### config.mk
export PLATFORM = sky130hd
export DESIGN_NAME = uart_host_drv
export DESIGN_NICKNAME = d
export VERILOG_FILES = /design/src/rtl/uart_host_drv.sv
export SDC_FILE = /design/constraint.sdc
export NUM_CORES = 1
export LEC_CHECK = 0
export ABC_CLOCK_PERIOD_IN_PS = 2380
export BUFFER_PORTS_ARGS = -buffer_cell sky130_fd_sc_hd__clkbuf_2
export CAP_MARGIN = 40
export CORE_MARGIN = 1.5
export CORE_UTILIZATION = 45
export DETAILED_ROUTE_END_ITERATION = 16
export GPL_TIMING_DRIVEN = 0
export PLACE_DENSITY_LB_ADDON = 0.05
export SETUP_SLACK_MARGIN = 0.05
export SLEW_MARGIN = 10
export SYNTH_ARGS = -nofsm -noshare
export SYNTH_HDL_FRONTEND = slang
export SYNTH_SLANG_ARGS = --single-unit
### constraint.sdc
create_clock -name clk -period 2.38 [get_ports clk]
set_clock_uncertainty 0.1 [all_clocks]
set_input_delay 0.357 -clock clk [delete_from_list [all_inputs] [get_ports clk]]
set_output_delay 0.357 -clock clk [all_outputs]
set_load 0.01 [all_outputs]
### src/rtl/uart_host_drv.sv
// uart_host_drv: polls a register-mapped UART and moves bytes between a
// valid/ready byte stream and the UART TDR/RDR registers.
`ifndef UART_MUX_CTRL
`define UART_MUX_CTRL 3'd0
`define UART_MUX_STAT 3'd1
`define UART_MUX_TDR  3'd2
`define UART_MUX_RDR  3'd3
`define UART_MUX_BAUD 3'd4
`endif

module uart_host_drv #(
  parameter logic [31:0] BAUD_DIV      = 32'd0,
  parameter logic [15:0] START_TIMEOUT = 16'd1024
) (
  input  logic        clk,
  input  logic        rst_n,
  input  logic [7:0]  tx_data,
  input  logic        tx_valid,
  output logic        tx_ready,
  output logic        tx_err,
  output logic [7:0]  rx_data,
  output logic        rx_valid,
  input  logic        rx_ready,
  output logic        bus_we,
  output logic [2:0]  bus_reg_num,
  output logic [31:0] bus_wd,
  input  logic [31:0] bus_rd,
  output logic        busy,
  output logic [3:0]  dbg_state
);

  // Handshakes: a byte moves when valid and ready are both high at a rising
  // edge; a producer holds valid and data stable until that edge.
  typedef enum logic [3:0] {
    CFG        = 4'd0,
    IDLE       = 4'd1,
    RD_STAT    = 4'd2,
    WT_STAT    = 4'd3,
    EVAL       = 4'd4,
    WR_TDR     = 4'd5,
    WR_CTRL    = 4'd6,
    TX_WAIT_HI = 4'd7,
    TX_WAIT_LO = 4'd8,
    RD_RDR     = 4'd9,
    WT_RDR     = 4'd10
  } state_t;

  state_t      state_q, state_d;
  logic        cfg_done_q, cfg_done_d;
  logic        poll_ph_q, poll_ph_d;
  logic [15:0] to_cnt_q, to_cnt_d;
  logic        stat_rxne_q, stat_rxne_d;
  logic        stat_txbusy_q, stat_txbusy_d;
  logic        bus_we_q, bus_we_d;
  logic [2:0]  bus_reg_num_q, bus_reg_num_d;
  logic [31:0] bus_wd_q, bus_wd_d;
  logic        tx_ready_q, tx_ready_d;
  logic        tx_err_q, tx_err_d;
  logic        rx_valid_q, rx_valid_d;
  logic [7:0]  rx_data_q, rx_data_d;
  logic        busy_q, busy_d;
  logic        unused_bus_rd;

  assign unused_bus_rd = ^bus_rd[30:8];

  always_comb begin
    state_d       = state_q;
    cfg_done_d    = cfg_done_q;
    poll_ph_d     = poll_ph_q;
    to_cnt_d      = to_cnt_q;
    stat_rxne_d   = stat_rxne_q;
    stat_txbusy_d = stat_txbusy_q;
    rx_valid_d    = rx_valid_q;
    rx_data_d     = rx_data_q;
    tx_err_d      = 1'b0;

    if (rx_valid_q && rx_ready) rx_valid_d = 1'b0;

    case (state_q)
      CFG: begin
        // First cycle after reset loads the BAUD write, second cycle drives it.
        if (cfg_done_q) state_d = IDLE;
        else            cfg_done_d = 1'b1;
      end
      IDLE:    state_d = RD_STAT;
      RD_STAT: state_d = WT_STAT;
      WT_STAT: begin
        stat_rxne_d   = bus_rd[31];
        stat_txbusy_d = bus_rd[1];
        state_d       = EVAL;
      end
      EVAL: begin
        if (stat_rxne_q && !rx_valid_q)      state_d = RD_RDR;
        else if (tx_valid && !stat_txbusy_q) state_d = WR_TDR;
        else                                 state_d = IDLE;
      end
      WR_TDR: state_d = WR_CTRL;
      WR_CTRL: begin
        state_d   = TX_WAIT_HI;
        poll_ph_d = 1'b0;
        to_cnt_d  = 16'd0;
      end
      TX_WAIT_HI: begin
        // poll_ph_q=1 marks the cycle where the previous STAT read lands.
        poll_ph_d = ~poll_ph_q;
        to_cnt_d  = to_cnt_q + 16'd1;
        if (poll_ph_q && bus_rd[1]) begin
          state_d   = TX_WAIT_LO;
          poll_ph_d = 1'b0;
        end else if (to_cnt_d >= START_TIMEOUT) begin
          state_d  = IDLE;
          tx_err_d = 1'b1;
        end
      end
      TX_WAIT_LO: begin
        poll_ph_d = ~poll_ph_q;
        if (poll_ph_q && !bus_rd[1]) state_d = IDLE;
      end
      RD_RDR: state_d = WT_RDR;
      WT_RDR: begin
        rx_data_d  = bus_rd[7:0];
        rx_valid_d = 1'b1;
        state_d    = IDLE;
      end
      default: state_d = CFG;
    endcase

    // Bus outputs are registered for the state being entered.
    bus_we_d      = 1'b0;
    bus_reg_num_d = `UART_MUX_STAT;
    bus_wd_d      = 32'd0;
    tx_ready_d    = 1'b0;
    case (state_d)
      CFG: begin
        bus_we_d      = 1'b1;
        bus_reg_num_d = `UART_MUX_BAUD;
        bus_wd_d      = BAUD_DIV;
      end
      WR_TDR: begin
        bus_we_d      = 1'b1;
        bus_reg_num_d = `UART_MUX_TDR;
        bus_wd_d      = {24'd0, tx_data};
        tx_ready_d    = 1'b1;
      end
      WR_CTRL: begin
        bus_we_d      = 1'b1;
        bus_reg_num_d = `UART_MUX_CTRL;
        bus_wd_d      = 32'd1;
      end
      RD_RDR:  bus_reg_num_d = `UART_MUX_RDR;
      default: ;
    endcase
    busy_d = (state_d != IDLE);
  end

  always_ff @(posedge clk or negedge rst_n) begin
    if (!rst_n) begin
      state_q       <= CFG;
      cfg_done_q    <= 1'b0;
      poll_ph_q     <= 1'b0;
      to_cnt_q      <= 16'd0;
      stat_rxne_q   <= 1'b0;
      stat_txbusy_q <= 1'b0;
      bus_we_q      <= 1'b0;
      bus_reg_num_q <= 3'd0;
      bus_wd_q      <= 32'd0;
      tx_ready_q    <= 1'b0;
      tx_err_q      <= 1'b0;
      rx_valid_q    <= 1'b0;
      rx_data_q     <= 8'd0;
      busy_q        <= 1'b1;
    end else begin
      state_q       <= state_d;
      cfg_done_q    <= cfg_done_d;
      poll_ph_q     <= poll_ph_d;
      to_cnt_q      <= to_cnt_d;
      stat_rxne_q   <= stat_rxne_d;
      stat_txbusy_q <= stat_txbusy_d;
      bus_we_q      <= bus_we_d;
      bus_reg_num_q <= bus_reg_num_d;
      bus_wd_q      <= bus_wd_d;
      tx_ready_q    <= tx_ready_d;
      tx_err_q      <= tx_err_d;
      rx_valid_q    <= rx_valid_d;
      rx_data_q     <= rx_data_d;
      busy_q        <= busy_d;
    end
  end

  assign bus_we      = bus_we_q;
  assign bus_reg_num = bus_reg_num_q;
  assign bus_wd      = bus_wd_q;
  assign tx_ready    = tx_ready_q;
  assign tx_err      = tx_err_q;
  assign rx_valid    = rx_valid_q;
  assign rx_data     = rx_data_q;
  assign busy        = busy_q;
  assign dbg_state   = state_q;

endmodule
# Word-level counts from Yosys, hierarchy flattened
# Cells that the tools add are included.
[classes]
div_mod_pow = 0
bitwise = 1
n_lt_le_gt_ge = 1
shifts = 0
muxes = 19
mul = 0
n_reduce_logical = 14
addsub = 1
n_eq_ne = 14
[op_table]
columns = ["operator", "n"]
rows = [
  ["$pmux 4 s11", 1],
  ["$pmux 16 s2", 1],
  ["$eq 4x3->1 const B", 6],
  ["$mux 4", 5],
  ["$add 16x1->16 const B", 1],
  ["$eq 4x4->1 const B", 4],
  ["$ge 16x11->1 const B", 1],
  ["$pmux 8 s2", 1],
  ["$pmux 3 s4", 1],
  ["$eq 4x2->1 const B", 2],
  ["$logic_not 4->1", 2],
  ["$mux 1", 8],
  ["$logic_and 1x1->1", 5],
  ["$eq 4x1->1 const B", 1],
  ["$ne 4x1->1 const B", 1],
  ["$reduce_bool 2->1", 2],
  ["$logic_not 1->1", 3],
  ["$mux 3", 1],
  ["$pmux 1 s3", 1],
  ["$reduce_bool 3->1", 1],
  ["$reduce_or 3->1", 1],
  ["$not 1->1", 1],
]
[word_totals]
memories = 0
ramBits = 0
latch_bits = 0
rom_bits = 0
inputBits = 44
regBits = 72

# Longest topological paths before layout
# Gate-level depths: netlist (run 1).
[depth]
word_depth = 8
ltp_mapped = 6

# Least setup slack after synthesis (run 1)
# OpenSTA, ideal clock, no wires.
[synth_path]
kind = "register -> register"
from = "register to_cnt_q[0]"
to = "register tx_err_q, in the netlist tx_err"
stages_incl_launch_ff = 7
t_required_ps = 2162
arrival_time_ps = 1530
setup_slack_ps = 632
setup_ps = 118
synth_period_minus_slack_ps = 1748
path_cell_list = "dfrtp_1 ha_1 nand2_1 nor4_1 xnor2_1 nand4_2 and2b_1"
[synth_via]
elab_chain_len = 5
[synth_rtl]
columns = ["element", "line_no", "rtl"]
rows = [
  ["from (decl)", "51", "logic [15:0] to_cnt_q, to_cnt_d;"],
  ["from (signal assigned)", "176", "to_cnt_q <= to_cnt_d;"],
  ["$add 16x1->16", "106", "to_cnt_d = to_cnt_q + 16'd1;"],
  ["$ge 16x11->1", "110", "end else if (to_cnt_d >= START_TIMEOUT) begin"],
  ["$mux 1", "110", ""],
  ["$mux 1", "107", "if (poll_ph_q && bus_rd[1]) begin"],
  ["$mux 1", "79", "case (state_q)"],
  ["named net tx_err_d", "58", "logic tx_err_q, tx_err_d;"],
  ["to (signal assigned)", "183", "tx_err_q <= tx_err_d;"],
  ["to (decl)", "58", ""],
]
# The timed path passes the listed nets, and every way through them passes these cells.
# A chain may end at the register's enable or synchronous reset.

# Final worst setup path (run 1)
# Ends and elaborated chain as after synthesis.

==> results of run 1 <==
==> layout make-up <==
type,count,area (sq um),share of cell area [%]
well taps,70,87.6,2.90
plain buffers,34,225,7.46
inverters,5,18.8,0.622
flip-flops and latches,48,1200,39.8
repair buffers,50,270,8.95
clock buffers,6,72.6,2.40
multi-input cells,176,1110,36.7
clock inverters,2,35.0,1.16
==> sequential cells by signal, indices dropped and copies added, names as in the netlist <==
name,cells
stat_txbusy_q,1
tx_err,1
busy,1
cfg_done_q,1
stat_rxne_q,1
poll_ph_q,1
bus_reg_num,3
bus_we,1
tx_ready,1
rx_valid,1
dbg_state,4
bus_wd,8
rx_data,8
to_cnt_q,16
==> worst max path at each step <==
stage                start     end  cells after the start  slack (ns)
2_1_floorplan  to_cnt_q[0]  tx_err                      6        0.63
3_3_place_gp   to_cnt_q[0]  tx_err                      6        0.38
3_5_place_dp   to_cnt_q[0]  tx_err                      6        0.36
4_1_cts        to_cnt_q[0]  tx_err                      6        0.34
5_1_grt        to_cnt_q[0]  tx_err                      6        0.16
6_report       to_cnt_q[0]  tx_err                      6        0.34
==> worst max-delay path, stage by stage (launching register included) <==
cell and delay (ns):
sky130_fd_sc_hd__dfrtp_1 0.40, sky130_fd_sc_hd__ha_1 0.23, sky130_fd_sc_hd__nand2_1 0.22, sky130_fd_sc_hd__nor4_1 0.38, sky130_fd_sc_hd__xnor2_1 0.20, sky130_fd_sc_hd__nand4_2 0.21
sky130_fd_sc_hd__and2b_1 0.21
==> per-layer routing <==
metal	wire (um)	share of wire (%)	vias to the layer above
met5	0	0	-
met3	310	6.3	6
li1	-	-	970
met1	2270	46	912
met2	2300	47	68
met4	55	1.1	0
==> placed cells by master (no fill, tap or decap), drive strengths merged, types with 4 or more instances in the layout <==
cell type  count
buf           31
o21ai         21
a21oi          4
nand4          6
nand2         14
and2           8
inv            5
dfrtp         47
nor3           7
conb          24
o31ai          4
nand2b         6
o41ai          4
nor2          19
mux2          11
nor4           4
nand3          7
clkbuf        58
a21o           4
==> where the power goes <==
| group | switching [W] | internal, W | total [W] |
|---|---|---|---|
| Clock | 0.000271 | 0.000312 | 0.000583 |
| Combinational | 0.000635 | 0.000507 | 0.00114 |
| Sequential | 0.000131 | 0.00102 | 0.00115 |
==> through the flow <==
stage | setup slack (ns) | power (W) | hold WS [ns] | util [%]
global route | 0.164 | 0.00309 | 0.128 | 58.0
floorplan | 0.632 | 0.00195 | -0.0386 | -
CTS | 0.339 | 0.00290 | 0.128 | 58.0
finish | 0.336 | 0.00287 | 0.133 | 58.0
global placement | 0.378 | 0.00229 | 0.348 | 55.4
detailed placement | 0.359 | 0.00230 | 0.297 | 55.7
==> kinds of logic after synthesis <==
family / Yosys count
AOI/OAI and AO/OA: 54
muxes: 13
xor gates and xnor gates: 3
buffers and inverters: 39
DFF: 48
adders and majority gates: 1
other: 1
and+or+nand+nor: 81
==> flow_summary.json, run 1 <==
{
  "pwr_density_cell_nw_per_um2": 951,
  "via_count": 1956,
  "clk_root_buffer_cell": "sky130_fd_sc_hd__clkbuf_8",
  "worstSetupEndpointType": "flop",
  "synth_compound_gate_area_share_pct": 14.8,
  "timing.max_cap.violations": 0,
  "port_buffers": 48,
  "core_area_sq_um": 5200,
  "ir_worst_vdd_v": 0.000471,
  "fin_hold_viols": 0,
  "drt_pass_1_iters": 4,
  "overflow": 0,
  "synth_edf_count": 0,
  "globalRouteTotalUtil_pct": 17.7,
  "synth_simple_gate_area_share_pct": 19.0,
  "worst-r2r-cell-count": 6,
  "fp.dieW_um": 77.0,
  "rr_startpoint": "to_cnt_q[0]",
  "setup_tns_ns": 0,
  "final_period_minus_worst_setup_slack_ns": 2.04,
  "tritoncts.num_buffers": 5,
  "synthesis.area_per_instance_sq_um": 10.3,
  "hold_path_depth": 2,
  "capture_endpoint_of_the_worst_hold_path": "rx_valid",
  "grt_most_used_layer": "met2",
  "postCtsSetupBuffers": 0,
  "post_cts_hold_buffer_count": 1,
  "cts-htree-levels": 2,
  "fillers": 471,
  "post_cts_resized": 0,
  "finalSetupViolCount": 0,
  "cp.required_ns": 2.47,
  "synth.distinct_cells": 53,
  "rr_endpoint": "tx_err",
  "seq_area_frac_synth_pct": 48.7,
  "post-route-period-util_pct": 85.9,
  "synth-warning-count": 0,
  "crit_path_start_kind": "flop",
  "row_count": 26,
  "syn_area_sq_um": 2470,
  "maximum_clock_insertion_buffer_count": 2,
  "first_pass_grt_wire_length_um": 8450,
  "area_growth_pct": 22.4,
  "routabilityCongestion": 0.826,
  "synth_top_family_by_area": "simple AND/OR/NAND/NOR gates",
  "worst-r2r-setup-slack_ns": 0.34,
  "io_pins": 96,
  "drc": 0,
  "finalMaxSlewViolations": 0,
  "globalRouteMet3Util_pct": 4.05,
  "area_share_of_the_largest_cell_type_after_synthesis_pct": 47.7,
  "cts_tree": "built",
  "synth_area_in_xor_xnor_pct": 1.06,
  "slew_headroom_pct": 59.4,
  "place_area_sq_um": 2900,
  "worst_hold_path_type": "primary input to flop",
  "stdcell_area_sq_um": 3020,
  "clock_latency_ns": 0.30,
  "synthAdderAreaFrac_pct": 0.507,
  "static-leakage-power_nw": 1.49,
  "synth_cells": 240,
  "setup.worst_path.class": "flop to flop",
  "max_freq_ghz": 0.489,
  "rsz0062_at_grt": "no",
  "start_util_pct": 47.4,
  "number_of_antenna_violations_at_the_first_check_in_global_routing": 0,
  "die_height_um": 77.0,
  "critical_path_peak_fanout": 9,
  "timing_worst_slew_pin_value_ns": 0.609,
  "post_synth_top_area_cell": "sky130_fd_sc_hd__dfrtp_1",
  "routed_via_density": 5.00,
  "grt_max_degree": 26,
  "ys_top_cells_by_area": "sky130_fd_sc_hd__dfrtp_1, sky130_fd_sc_hd__buf_4, sky130_fd_sc_hd__mux2_2, sky130_fd_sc_hd__o21ai_0, sky130_fd_sc_hd__nor2_1",
  "nets": 365,
  "antenna_cells_inserted": 0,
  "final_cells": 391,
  "wirelength_um": 4930,
  "globalRouteMet1Util_pct": 25.0,
  "synth_most_common_cell": "sky130_fd_sc_hd__dfrtp_1",
  "synth.mux.area_fraction_pct": 5.83,
  "synth-seq-cells": 48,
  "yosys-top-cells-count": "sky130_fd_sc_hd__dfrtp_1, sky130_fd_sc_hd__buf_4, sky130_fd_sc_hd__o21ai_0",
  "ys.flop_type": "sky130_fd_sc_hd__dfrtp_1",
  "worstHoldStart": "rx_ready",
  "cts.sinks": 48,
  "gr-usage-met2_pct": 27.3,
  "drtAntennaViolNets": 0,
  "drive_gt1_share_pct": 33.3,
  "detail_route.iter0.violations": 125,
  "die-area_sq_um": 5940,
  "worst-endpoint-arrival_ns": 2.14,
  "outcome": "complete, no violations",
  "grt_pass1_vias": 1771,
  "numPlacedInstances": 382,
  "async_flop_share_pct": 100,
  "drt-wirelength-per-cell_um": 12.6,
  "hpwl_um": 3560,
  "clk_pin_slew_worst_paths_ns": 0.09
}
Note: power is estimated with default switching activity, not from simulation.
==> run 2: changes to the inputs <==
--- a/config.mk
+++ b/config.mk
@@ -10,6 +10,7 @@
 export CAP_MARGIN = 40
 export CORE_MARGIN = 1.5
 export CORE_UTILIZATION = 45
+export CTS_BUF_LIST = sky130_fd_sc_hd__clkbuf_4 sky130_fd_sc_hd__clkbuf_8
 export DETAILED_ROUTE_END_ITERATION = 16
 export GPL_TIMING_DRIVEN = 0
 export PLACE_DENSITY_LB_ADDON = 0.05
==> run 2 against run 1 <==
Fmax rose by 0.37%. First-iteration DRC count rose by 8.8%. Critical path type unchanged. Largest power group unchanged. Wire length fell by 0.22%. Worst hold slack barely moved. Utilization rose by 0.072 points. Non-clock buffer count did not move.
==> flow_summary.json, run 2 (same netlist as run 1, synthesis figures left out) <==
{
  "outcome": "complete, no violations",
  "row_count": 26,
  "most-common-layout-cells": "sky130_fd_sc_hd__clkbuf_2, sky130_fd_sc_hd__dfrtp_1, sky130_fd_sc_hd__buf_4, sky130_fd_sc_hd__conb_1, sky130_fd_sc_hd__o21ai_0",
  "rr_startpoint": "to_cnt_q[0]",
  "max_freq_ghz": 0.491,
  "static-leakage-power_nw": 1.50,
  "finalSetupViolCount": 0,
  "worst_hold_path_type": "primary input to flop",
  "cts_tree": "built",
  "post-route-period-util_pct": 85.6,
  "final_period_minus_worst_setup_slack_ns": 2.04,
  "area_growth_pct": 22.5,
  "core_area_sq_um": 5200,
  "fillers": 471,
  "die_height_um": 77.0,
  "pwr_density_cell_nw_per_um2": 953,
  "drt-wirelength-per-cell_um": 12.6,
  "routabilityCongestion": 0.826,
  "worst-endpoint-arrival_ns": 2.13,
  "nets": 365,
  "setup_tns_ns": 0,
  "slew_headroom_pct": 59.4,
  "die-area_sq_um": 5940,
  "antenna_cells_inserted": 0,
  "drc": 0,
  "detail_route.iter0.violations": 136,
  "io_pins": 96,
  "drive_gt1_share_pct": 33.6,
  "clk_pin_slew_worst_paths_ns": 0.09,
  "ir_worst_vdd_v": 0.000492,
  "tritoncts.num_buffers": 5,
  "cts-htree-levels": 2,
  "drtAntennaViolNets": 0,
  "first_pass_grt_wire_length_um": 8440,
  "capture_endpoint_of_the_worst_hold_path": "rx_valid",
  "drt_pass_1_iters": 4,
  "hold_path_depth": 2,
  "gr-usage-met2_pct": 27.3,
  "fin_hold_viols": 0,
  "via_count": 1952,
  "fp.dieW_um": 77.0,
  "wirelength_um": 4920,
  "worst-r2r-setup-slack_ns": 0.34,
  "area_of_the_multi_input_gates_sq_um": 1110,
  "final_common_cell": "sky130_fd_sc_hd__clkbuf_2",
  "worst-r2r-cell-count": 6,
  "crit_path_start_kind": "flop",
  "power_share_of_the_sequential_group_pct": 39.8,
  "globalRouteMet3Util_pct": 4.05,
  "cts.sinks": 48,
  "globalRouteMet1Util_pct": 25.0,
  "timing.max_cap.violations": 0,
  "sequential_cell_area_sq_um": 1200,
  "clock_latency_ns": 0.30,
  "start_util_pct": 47.4,
  "total_switching_power_w": 0.00104,
  "swShare_pct": 35.9,
  "globalRouteTotalUtil_pct": 17.7,
  "clk_root_buffer_cell": "sky130_fd_sc_hd__clkbuf_8",
  "postCtsSetupBuffers": 0,
  "top_reg_by_flops": "to_cnt_q",
  "rr_endpoint": "tx_err",
  "hpwl_um": 3560,
  "critical_path_peak_fanout": 9,
  "routed_via_density": 4.99,
  "worstSetupEndpointType": "flop",
  "overflow": 0,
  "number_of_antenna_violations_at_the_first_check_in_global_routing": 0,
  "finalMaxSlewViolations": 0,
  "power.combinational.fraction_pct": 39.6,
  "place_area_sq_um": 2900,
  "stdcell_area_sq_um": 3020,
  "setup.worst_path.class": "flop to flop",
  "internal_power_w": 0.00185,
  "largest_register_ffs": 16,
  "port_buffers": 48,
  "grt_pass1_vias": 1774,
  "timing_worst_slew_pin_value_ns": 0.609,
  "clock_power_share_pct": 20.6,
  "grt_most_used_layer": "met2",
  "maximum_clock_insertion_buffer_count": 2,
  "rsz0062_at_grt": "no",
  "grt_max_degree": 26,
  "cp.required_ns": 2.47,
  "worstHoldStart": "rx_ready",
  "report.power.total_w": 0.00288
}
[run 2: worst max path at each step]
stage / start / endpoint / slack (ns) / depth (start not counted)
finish: to_cnt_q[0] / tx_err / 0.34 / 6
global placement: to_cnt_q[0] / tx_err / 0.38 / 6
CTS: to_cnt_q[0] / tx_err / 0.34 / 6
global route: to_cnt_q[0] / tx_err / 0.17 / 6
floorplan: to_cnt_q[0] / tx_err / 0.63 / 6
detailed placement: to_cnt_q[0] / tx_err / 0.36 / 6
[run 2: cell type report]
| type | instances | share of cell area [%] |
|---|---|---|
| flip-flops and latches | 48 | 39.8 |
| multi-input cells | 176 | 36.6 |
| repair buffers | 50 | 8.94 |
| plain buffers | 34 | 7.45 |
| well taps | 70 | 2.90 |
| clock buffers | 6 | 2.52 |
| clock inverters | 2 | 1.16 |
| inverters | 5 | 0.621 |
[run 2: what timing repair did]
item,in CTS,in global routing
hold endpoints to repair,22,0
gates resized for setup,0,0
hold buffers,1,0
[run 2: power groups by stage]
stage	combinational [W]	sequential, W	clock (W)
6_report	0.00114	0.00115	0.000593
4_1_cts	0.00115	0.00115	0.000616
5_1_grt	0.00127	0.00118	0.000654
3_3_place_gp	0.00113	0.00116	0
2_1_floorplan	0.000741	0.00121	0
3_5_place_dp	0.00114	0.00116	0
[run 2: layer usage]
metal | share of wire, % | vias to the layer above
li1 | - | 971
met5 | 0 | -
met4 | 1.1 | 0
met2 | 46 | 68
met3 | 6.1 | 6
met1 | 46 | 907
[run 2: through the flow]
step                      utilization, %  cells  setup slack [ns]  hold WS [ns]
after floorplan                        -    263             0.632       -0.0386
after global placement              55.4    381             0.378         0.348
after detailed placement            55.7    382             0.359         0.297
after CTS                           58.1    391             0.339         0.128
after global routing                58.1    391             0.166         0.128
final                               58.1    391             0.344         0.133
[run 2: critical path: stages, from the launching register on]
cell	delay [ns]
sky130_fd_sc_hd__dfrtp_1	0.40
sky130_fd_sc_hd__ha_1	0.22
sky130_fd_sc_hd__nand2_1	0.21
sky130_fd_sc_hd__nor4_1	0.38
sky130_fd_sc_hd__xnor2_1	0.20
sky130_fd_sc_hd__nand4_2	0.21
sky130_fd_sc_hd__and2b_1	0.21
